===== config.mk =====
export PLATFORM = sky130hd
export DESIGN_NAME = uart_tx_fifo_reader
export DESIGN_NICKNAME = d
export VERILOG_FILES = /design/src/rtl/uart_pkg.sv /design/src/rtl/uart_baud_gen.sv /design/src/rtl/uart_tx_fifo_reader.sv
export SDC_FILE = /design/constraint.sdc
export NUM_CORES = 1
export LEC_CHECK = 0
export BUFFER_PORTS_ARGS = -buffer_cell sky130_fd_sc_hd__buf_2
export CORE_UTILIZATION = 45
export DETAILED_ROUTE_END_ITERATION = 7
export PLACE_DENSITY = 0.64
export SLEW_MARGIN = 20
export SYNTH_ARGS = -nofsm -noshare
export SYNTH_HDL_FRONTEND = slang
export SYNTH_HIERARCHICAL = 1
export SYNTH_SLANG_ARGS = --single-unit

===== constraint.sdc =====
create_clock -name clk -period 3.25 [get_ports clk]
set_input_delay 0.1625 -clock clk [delete_from_list [all_inputs] [get_ports clk]]
set_output_delay 0.1625 -clock clk [all_outputs]
set_load 0.03 [all_outputs]

===== src/rtl/uart_pkg.sv =====
// rtl/uart_pkg.sv - shared UART state encodings and default timing constants
package uart_pkg;

  typedef enum logic [2:0] {
    S_IDLE   = 3'd0,
    S_START  = 3'd1,
    S_DATA   = 3'd2,
    S_PARITY = 3'd3,
    S_STOP   = 3'd4
  } uart_state_t;

  localparam int DEFAULT_CLKS_PER_BIT = 868;
  localparam int DEFAULT_DATA_BITS    = 8;

endpackage


===== src/rtl/uart_baud_gen.sv =====
// rtl/uart_baud_gen.sv - bit-period counter with restart, end-of-bit tick and pre-tick
module uart_baud_gen #(
  parameter int CLKS_PER_BIT = 868
) (
  input  logic clk,
  input  logic reset,
  input  logic restart,
  output logic bit_tick,
  output logic pre_tick
);

  localparam int CW = $clog2(CLKS_PER_BIT);
  localparam logic [CW-1:0] CNT_LAST = CW'(CLKS_PER_BIT - 1);
  localparam logic [CW-1:0] CNT_PRE  = CW'(CLKS_PER_BIT - 2);

  logic [CW-1:0] count;

  // bit_tick marks the final clk of a bit; pre_tick the clk before it
  assign bit_tick = (count == CNT_LAST);
  assign pre_tick = (count == CNT_PRE);

  // Count 0..CLKS_PER_BIT-1, wrapping on every bit boundary; restart aligns a new frame
  always_ff @(posedge clk) begin
    if (reset || restart) begin
      count <= '0;
    end else if (bit_tick) begin
      count <= '0;
    end else begin
      count <= count + 1'b1;
    end
  end

endmodule


===== src/rtl/uart_tx_fifo_reader.sv =====
// rtl/uart_tx_fifo_reader.sv - UART transmitter draining a show-ahead FIFO read port
module uart_tx_fifo_reader
  import uart_pkg::*;
#(
  parameter int CLKS_PER_BIT = DEFAULT_CLKS_PER_BIT,
  parameter int DATA_BITS    = DEFAULT_DATA_BITS,
  parameter int PARITY_EN    = 0,
  parameter int PARITY_ODD   = 0,
  parameter int STOP_BITS    = 1
) (
  input  logic                 clk,
  input  logic                 reset,
  input  logic                 fifo_empty,
  input  logic [DATA_BITS-1:0] fifo_dout,
  output logic                 fifo_rd_en,
  output logic                 tx,
  output logic                 busy,
  output logic                 frame_done
);

  localparam int BCW = (DATA_BITS > 1) ? $clog2(DATA_BITS) : 1;
  localparam logic [BCW-1:0] BIT_LAST = BCW'(DATA_BITS - 1);
  localparam logic STOP_LAST = (STOP_BITS == 2);

  uart_state_t          state, state_next;
  logic [DATA_BITS-1:0] shreg, shreg_next, shreg_shift;
  logic [BCW-1:0]       bit_cnt, bit_cnt_next;
  logic                 stop_cnt, stop_cnt_next;
  logic                 parity_bit, parity_next;
  logic                 tx_next, busy_next, frame_done_next;
  logic                 bit_tick, pre_tick, last_stop;

  uart_baud_gen #(
    .CLKS_PER_BIT(CLKS_PER_BIT)
  ) u_baud (
    .clk     (clk),
    .reset   (reset),
    .restart (fifo_rd_en),
    .bit_tick(bit_tick),
    .pre_tick(pre_tick)
  );

  // The pop strobe is combinational so the byte is latched on the same edge it leaves the FIFO
  assign last_stop   = (state == S_STOP) && bit_tick && (stop_cnt == STOP_LAST);
  assign fifo_rd_en  = !reset && !fifo_empty && ((state == S_IDLE) || last_stop);
  assign shreg_shift = shreg >> 1;

  // Next-state and next-output logic for the frame sequencer
  always_comb begin
    state_next      = state;
    shreg_next      = shreg;
    bit_cnt_next    = bit_cnt;
    stop_cnt_next   = stop_cnt;
    parity_next     = parity_bit;
    tx_next         = tx;
    busy_next       = busy;
    frame_done_next = 1'b0;

    case (state)
      S_IDLE: begin
        tx_next   = 1'b1;
        busy_next = 1'b0;
      end
      S_START: begin
        if (bit_tick) begin
          state_next   = S_DATA;
          bit_cnt_next = '0;
          tx_next      = shreg[0];
        end
      end
      S_DATA: begin
        if (bit_tick) begin
          if (bit_cnt == BIT_LAST) begin
            stop_cnt_next = 1'b0;
            if (PARITY_EN != 0) begin
              state_next = S_PARITY;
              tx_next    = parity_bit;
            end else begin
              state_next = S_STOP;
              tx_next    = 1'b1;
            end
          end else begin
            bit_cnt_next = bit_cnt + 1'b1;
            shreg_next   = shreg_shift;
            tx_next      = shreg_shift[0];
          end
        end
      end
      S_PARITY: begin
        if (bit_tick) begin
          state_next    = S_STOP;
          stop_cnt_next = 1'b0;
          tx_next       = 1'b1;
        end
      end
      S_STOP: begin
        // frame_done is registered, so it is raised one clk early to land on the last stop clk
        if (pre_tick && (stop_cnt == STOP_LAST)) begin
          frame_done_next = 1'b1;
        end
        if (bit_tick) begin
          if (stop_cnt == STOP_LAST) begin
            state_next = S_IDLE;
            tx_next    = 1'b1;
            busy_next  = 1'b0;
          end else begin
            stop_cnt_next = stop_cnt + 1'b1;
          end
        end
      end
      default: begin
        state_next = S_IDLE;
        tx_next    = 1'b1;
        busy_next  = 1'b0;
      end
    endcase

    // A pop overrides the above: load the byte and start a frame with no idle gap
    if (fifo_rd_en) begin
      state_next    = S_START;
      shreg_next    = fifo_dout;
      parity_next   = (PARITY_ODD != 0) ? ~^fifo_dout : ^fifo_dout;
      bit_cnt_next  = '0;
      stop_cnt_next = 1'b0;
      tx_next       = 1'b0;
      busy_next     = 1'b1;
    end
  end

  // State and datapath registers; reset drops any in-flight byte
  always_ff @(posedge clk) begin
    if (reset) begin
      state      <= S_IDLE;
      shreg      <= '0;
      bit_cnt    <= '0;
      stop_cnt   <= 1'b0;
      parity_bit <= 1'b0;
      tx         <= 1'b1;
      busy       <= 1'b0;
      frame_done <= 1'b0;
    end else begin
      state      <= state_next;
      shreg      <= shreg_next;
      bit_cnt    <= bit_cnt_next;
      stop_cnt   <= stop_cnt_next;
      parity_bit <= parity_next;
      tx         <= tx_next;
      busy       <= busy_next;
      frame_done <= frame_done_next;
    end
  end

endmodule


==> PnR_summary.wiki, run 1 <==
{| class="wikitable"
! Metric !! Value
|-
| Routed wire length || 2660 um
|-
| Core area || ~2800 sq um
|-
| Unrepaired setup endpoints after global routing || no
|-
| Global-route wire length before repair || 4640 um
|-
| CTS tree || done
|-
| Crit path required time || a little over 3000 ps
|-
| Non-filler instance count after layout || 197
|-
| Power density relative to cell area || 390 nW/um^2
|-
| Fmax || 370 MHz
|-
| Data arrival time at the worst-slack endpoint || 2540 ps
|-
| Maximum fanout along the worst path || 8
|-
| CTS buffer count || 3
|-
| Area growth syn-to-layout || 7.35%
|-
| VDD IR max || 0.150 mV
|-
| Post-placement cell count || a little under 200
|-
| Pin count of the biggest net entering global routing || 16
|-
| Worst hold path depth || 3
|-
| Vert. Die Dim || ~57 um
|-
| Cell area after layout || 1440 sq um
|-
| Total vias in the final route || 1,141
|-
| Initial cell density of the core || 47.9%
|-
| Endpoints failing setup || 0
|-
| Post-CTS setup-driven buffer insertion count || 0
|-
| Mean instance size in the synthesized netlist || approximately 8.8 sq um
|-
| Final cycle utilization of the critical path || 83.3%
|-
| Die area || ~3200 sq um
|-
| Overall global routing resource usage || roughly 19%
|-
| Commonest cells after routing, fill and taps aside || dfxtp_1, a21oi_1, buf_2
|-
| Yosys warning count || 6
|-
| Post-layout total power || roughly 560 uW
|-
| Final GP Congestion || 0.876
|-
| Clock tree skew after final layout || 2.51 ps
|-
| # Max-Cap Violations || 0
|-
| Final count of pins violating max slew || 0
|-
| GR Overflow Total || 0
|-
| Number of diodes || 0
|-
| Violated checks || DRC
|-
| Count of hold-fix buffers inserted at cts || 0
|-
| Slew Limit Headroom || 61.4%
|-
| Tightest Pin Transition || 578 ps
|-
| Number of primary I/O pins || 15
|-
| Clock net sink count || 27
|-
| Most frequent standard cell in the layout excluding fill and tap cells || dfxtp_1
|-
| Clock transition at the registers of the reported paths || 140 ps
|-
| Share of post-route cells with drive strength above 1 || about a fifth
|-
| Cell Area, Synth || 1350 sq um
|-
| Post-synth top area share || 40.2%
|-
| DRC Markers || 4
|-
| Worst min-delay path endpoint || shreg[7]
|-
| Number of H-tree levels || 1
|-
| Worst Reg-to-Reg Cells || 10
|-
| Clock latency on the worst-skew pair || 330 ps
|-
| Buffer cell driving the clock tree root || clkbuf_4
|-
| End of the worst register-to-register path || u_baud/count[2]
|-
| Worst hold-check path type || in2reg
|-
| Syn nets || 168
|-
| Cell count after synthesis || ~150
|-
| Number of distinct standard cells referenced by the synthesized netlist || 44
|-
| Proportion of synthesized chip area in sequential cells || between 40% and 50%
|-
| Initial antenna violation count || 0
|-
| Quantity of I/O buffers inserted on ports || 14
|-
| Sum of net half-perimeters after detailed placement || 1990 um
|-
| # resized after CTS || 0
|-
| Number of synthesized flops with an enable pin || 0
|-
| Most area-consuming cells after synthesis || dfxtp_1, a21oi_1, nand3_1, ha_1, o21ai_0
|-
| Library cell occupying the most area in the post-synthesis netlist || dfxtp_1
|-
| Average via count per standard cell || 5.79
|-
| Setup Total Neg Slack || 0 ps
|-
| Number of nets in the layout || between 150 and 200
|-
| Worst reg2reg path startpoint || u_baud/count[0]
|-
| Most instantiated flip-flop cell in the synthesis netlist || dfxtp_1
|-
| Iteration-0 DRC count of the detailed router || 37
|-
| Worst min-delay path startpoint || fifo_dout[7]
|-
| Final critical-path setup slack || 544 ps
|-
| Leakage Power || 0.000532 uW
|-
| Critical path class || reg2out
|-
| Total iterations of the first detailed-routing run || 6
|-
| Setup slack of the worst register-to-register path || 820 ps
|-
| Count of filler cells inserted in the layout || 275
|-
| Endpoint type of the worst setup path || primary output
|-
| Post-detailed-route wirelength per cell || 13.5 um
|-
| CP Launch Type || flop
|-
| Setup slack after placement || 816 ps
|-
| Post-route ant nets || 0
|-
| Final hold violation count || 0
|-
| Clock Tree Buf Depth || 2
|-
| FFs w/ async S/R, synth || 0%
|-
| Site Rows || 19
|-
| Placed Instance Area || 1420 sq um
|-
| Post-route minimum period || 2710 ps
|-
| Vias in the first global route || 1,031
|-
| Die span in x || approximately 57 um
|-
| Run status || finished with violations
|-
| Yosys reg bits || 27
|}
-- kinds of logic after synthesis --
kind of cell               after synthesis  share of synthesized area, %
AOI/OAI and AO/OA                       41                          20.6
xor gates and xnor gates                 3                          1.95
adders and majority gates                4                          3.72
buffers and inverters                   15                          6.79
DFF                                     27                          40.2
and+or+nand+nor                         63                          26.8
-- final cells by class --
type / count / area, sq um / share of cell area, %
flip-flops and latches: 27 / 541 / 37.4
multi-input cells: 111 / 713 / 49.4
well taps: 31 / 38.8 / 2.69
inverters: 9 / 46.3 / 3.21
repair buffers: 15 / 77.6 / 5.37
clock buffers: 3 / 22.5 / 1.56
clock inverters: 1 / 5.00 / 0.347
-- worst max-delay path, stage by stage (launching register included) --
cell	delay [ps]
dfxtp_1	420
ha_1	280
inv_1	120
nor4_1	280
buf_4	190
nor2b_2	60
or4_4	570
clkinv_8	100
buf_2	190
-- flip-flops by register name (all words and copies together), names as in the netlist --
signal,cells
bit_cnt,3
busy,1
frame_done,1
shreg,8
state,3
tx,1
u_baud/count,10
-- power by group --
group          total [uW]  internal, uW  switching (uW)  leakage [uW]
Clock                 148          46.3             101     0.0000177
Sequential            353           343            10.1      0.000220
Combinational        62.1          26.3            35.8      0.000295
Total                 563           415             147      0.000532
-- stage by stage --
| stage | util, % | hold slack, ps |
|---|---|---|
| 5_1_grt | 51.5 | 64.5 |
| 3_5_place_dp | 50.5 | 414 |
| 4_1_cts | 51.5 | 47.4 |
| 3_3_place_gp | 50.5 | 408 |
| 6_report | 51.5 | 53.6 |
| 2_1_floorplan | - | 298 |
-- how the worst max path moves through the flow --
stage / start / end / slack, ps / depth (start not counted)
after CTS: u_baud/count[0] / fifo_rd_en / 530 / 8
after floorplan: u_baud/count[0] / u_baud/count[2] / 640 / 10
after global placement: u_baud/count[0] / u_baud/count[9] / 890 / 10
after detailed placement: u_baud/count[0] / u_baud/count[6] / 820 / 10
final: u_baud/count[0] / fifo_rd_en / 540 / 8
after global routing: u_baud/count[0] / fifo_rd_en / 380 / 8
-- synth_stat cells (all sizes together), types with 3 or more instances --
master / instances
a21oi: 16
a22oi: 5
buf: 4
dfxtp: 27
ha: 4
inv: 8
nand2: 9
nand3: 13
nor2: 9
nor3: 4
nor4: 3
o21ai: 10
or2: 3
or3: 5
-- routing by layer --
layer	GRT usage (%)	vias up	wire length (um)
li1	-	581	-
met1	26.3	527	1330
met2	26.9	28	1170
met3	3.46	5	124
met4	8.93	0	46
met5	0	-	0
No activity file was read; power rests on OpenSTA's default activity.
==> inputs of run 2 (changes only) <==
- clock period: 3.25 -> 2.82 ns (I/O delays scaled with it)
==> run 2 against run 1 <==
- the flow still finishes with violations (DRC)
- routed wire length grew 3.5%
- largest power group unchanged
- die area is the same
- critical endpoint unchanged
- clock power grew 11%
- clock skew grew 7.5 ps
- utilization grew 0.18 points
- non-clock buffer count is the same
- count of clock-buffer cells in the layout grew 1
- combinational power grew 16%
- via count grew 0.44%
==> PnR_summary.wiki, run 2 (synthesis results as in run 1) <==
{| class="wikitable"
! Metric !! Value
|-
| Run status || finished with violations
|-
| Violated checks || DRC
|-
| CTS buffer count || 3
|-
| Timing startpoint of the critical path || u_baud/count[1]
|-
| Maximum fanout along the worst path || 8
|-
| Number of primary I/O pins || 15
|-
| Count of filler cells inserted in the layout || 275
|-
| Count of hold-fix buffers inserted at cts || 0
|-
| Total vias in the final route || 1,146
|-
| Area occupied by registers || 541 sq um
|-
| Worst Hold Margin || 42.9 ps
|-
| Endpoint type of the worst setup path || primary output
|-
| Number of nets in the layout || 182
|-
| Buffer cell driving the clock tree root || clkbuf_4
|-
| Clock latency on the worst-skew pair || 330 ps
|-
| VDD IR max || 0.209 mV
|-
| Library cell contributing the largest single delay on the critical path || or4_4
|-
| Crit-path cells || ha_1 -> inv_1 -> nor4_2 -> nor2b_2 -> or4_4 -> clkinv_8 -> buf_2
|-
| Worst reg2reg path startpoint || u_baud/count[1]
|-
| Fmax || 381 MHz
|-
| Clock tree skew after final layout || 9.97 ps
|-
| Routed wire length || 2760 um
|-
| Vias in the first global route || 1,094
|-
| Number of H-tree levels || 1
|-
| Setup Total Neg Slack || 0 ps
|-
| GR Overflow Total || 0
|-
| Worst Reg-to-Reg Cells || 9
|-
| # resized after CTS || 0
|-
| Crit path required time || 2680 ps
|-
| Core area || about 2800 sq um
|-
| Tightest Pin Transition || 612 ps
|-
| Post-CTS setup-driven buffer insertion count || 0
|-
| Critical path buffer and inverter count || 3
|-
| Initial antenna violation count || 0
|-
| Register with the most flip-flops || u_baud/count
|-
| Global-route wire length before repair || a little under 5000 um
|-
| Non-filler instance count after layout || 197
|-
| Worst hold path depth || 3
|-
| Endpoints failing setup || 0
|-
| CP Launch Type || flop
|-
| Share of post-route cells with drive strength above 1 || 21.1%
|-
| Max FFs per register || 10
|-
| Final count of pins violating max slew || 0
|-
| Post-route minimum period || around 2600 ps
|-
| Clock net sink count || 27
|-
| Total iterations of the first detailed-routing run || 6
|-
| Iteration-0 DRC count of the detailed router || 58
|-
| CTS tree || done
|-
| Final GP Congestion || approximately 0.87
|-
| Area growth syn-to-layout || 7.72%
|-
| Post-route ant nets || 0
|-
| Number of diodes || 0
|-
| Die area || 3210 sq um
|-
| # Max-Cap Violations || 0
|-
| DRC Markers || 4
|-
| Setup slack of the worst register-to-register path || 440 ps
|-
| Critical path class || reg2out
|-
| Vert. Die Dim || 56.7 um
|-
| Clock transition at the registers of the reported paths || 140 ps
|-
| Final cycle utilization of the critical path || 93.1%
|-
| Slew Limit Headroom || 58.8%
|-
| Area of combinational cells with multiple inputs || 719 sq um
|-
| Power density relative to cell area || 444 nW/um^2
|-
| Worst min-delay path startpoint || fifo_dout[7]
|-
| Post-placement cell count || ~190
|-
| Site Rows || 19
|-
| Post-detailed-route wirelength per cell || between 10 and 15 um
|-
| Most frequent standard cell in the layout excluding fill and tap cells || dfxtp_1
|-
| Sum of net half-perimeters after detailed placement || approximately 2000 um
|-
| Worst hold-check path type || in2reg
|-
| Crit path largest cell delay || 580 ps
|-
| Clock Tree Buf Depth || 2
|-
| Pin count of the biggest net entering global routing || 15
|-
| Initial cell density of the core || approximately 48%
|-
| Data arrival time at the worst-slack endpoint || 2480 ps
|-
| End of the worst register-to-register path || u_baud/count[3]
|-
| Final hold violation count || 0
|-
| Overall global routing resource usage || 19.8%
|-
| Commonest cells after routing, fill and taps aside || dfxtp_1, a21oi_1, buf_2
|-
| Die span in x || 56.7 um
|-
| Leakage Power || approximately 0.00053 uW
|-
| Quantity of I/O buffers inserted on ports || 14
|-
| Largest delay contributor family on the critical path || simple AND/OR/NAND/NOR gates
|-
| Unrepaired setup endpoints after global routing || no
|-
| Average via count per standard cell || approximately 5.8
|-
| Largest registers in the final layout || u_baud/count x10, shreg x8
|-
| Worst min-delay path endpoint || shreg[7]
|}
run 2: cell types whose count changed in the layout (fill, tap and decap cells not counted), sizes merged:
cell,change
clkbuf,+1
clkinv,-1
run 2: power by group:
part | internal (uW) | total [uW] | switching [uW]
sequential | 395 | 407 | 12.1
clock | 55.5 | 165 | 109
combinational | 30.2 | 72.0 | 41.8
run 2: metrics by stage:
stage | worst slack, ps | power, uW | utilization (%) | cell area (sq um)
final | 195 | 644 | 51.7 | 1450
after global routing | 51.5 | 679 | 51.7 | 1450
after CTS | 98.2 | 653 | 51.4 | 1440
after detailed placement | 392 | 488 | 50.5 | 1420
after global placement | 453 | 485 | 50.5 | 1420
after floorplan | 210 | 468 | - | 1350
run 2: cell type report:
cell class	instances	share of cell area [%]
Clock buffer	4	1.81
Inverter	9	3.20
Multi-Input combinational cell	111	49.7
Sequential cell	27	37.3
Tap cell	31	2.68
Timing Repair Buffer	15	5.35
run 2: worst register-to-register path, delay by kind of cell, from the launching register on:
family                   cells  cell delay, ps
AND/OR/NAND/NOR              5            1210
flip-flops                   1             410
adder cells (fa/ha/maj)      1             280
buffers and inverters        2             220
AO/OA/AOI/OAI                1             120
run 2: worst max path at each step:
stage,depth (start not counted),to,slack (ps)
2_1_floorplan,10,u_baud/count[2],210
3_3_place_gp,9,u_baud/count[9],450
3_5_place_dp,9,u_baud/count[3],390
4_1_cts,7,fifo_rd_en,100
5_1_grt,7,fifo_rd_en,50
6_report,7,fifo_rd_en,190
run 2: layer usage:
layer | vias up | wire length [um] | part of all wire, % | GRT usage, %
met5 | - | 0 | 0 | 0
met4 | 0 | 61 | 2.2 | 11.4
met3 | 4 | 108 | 3.9 | 3.00
met2 | 26 | 1310 | 48 | 31.3
met1 | 535 | 1270 | 46 | 25.6
li1 | 581 | - | - | -
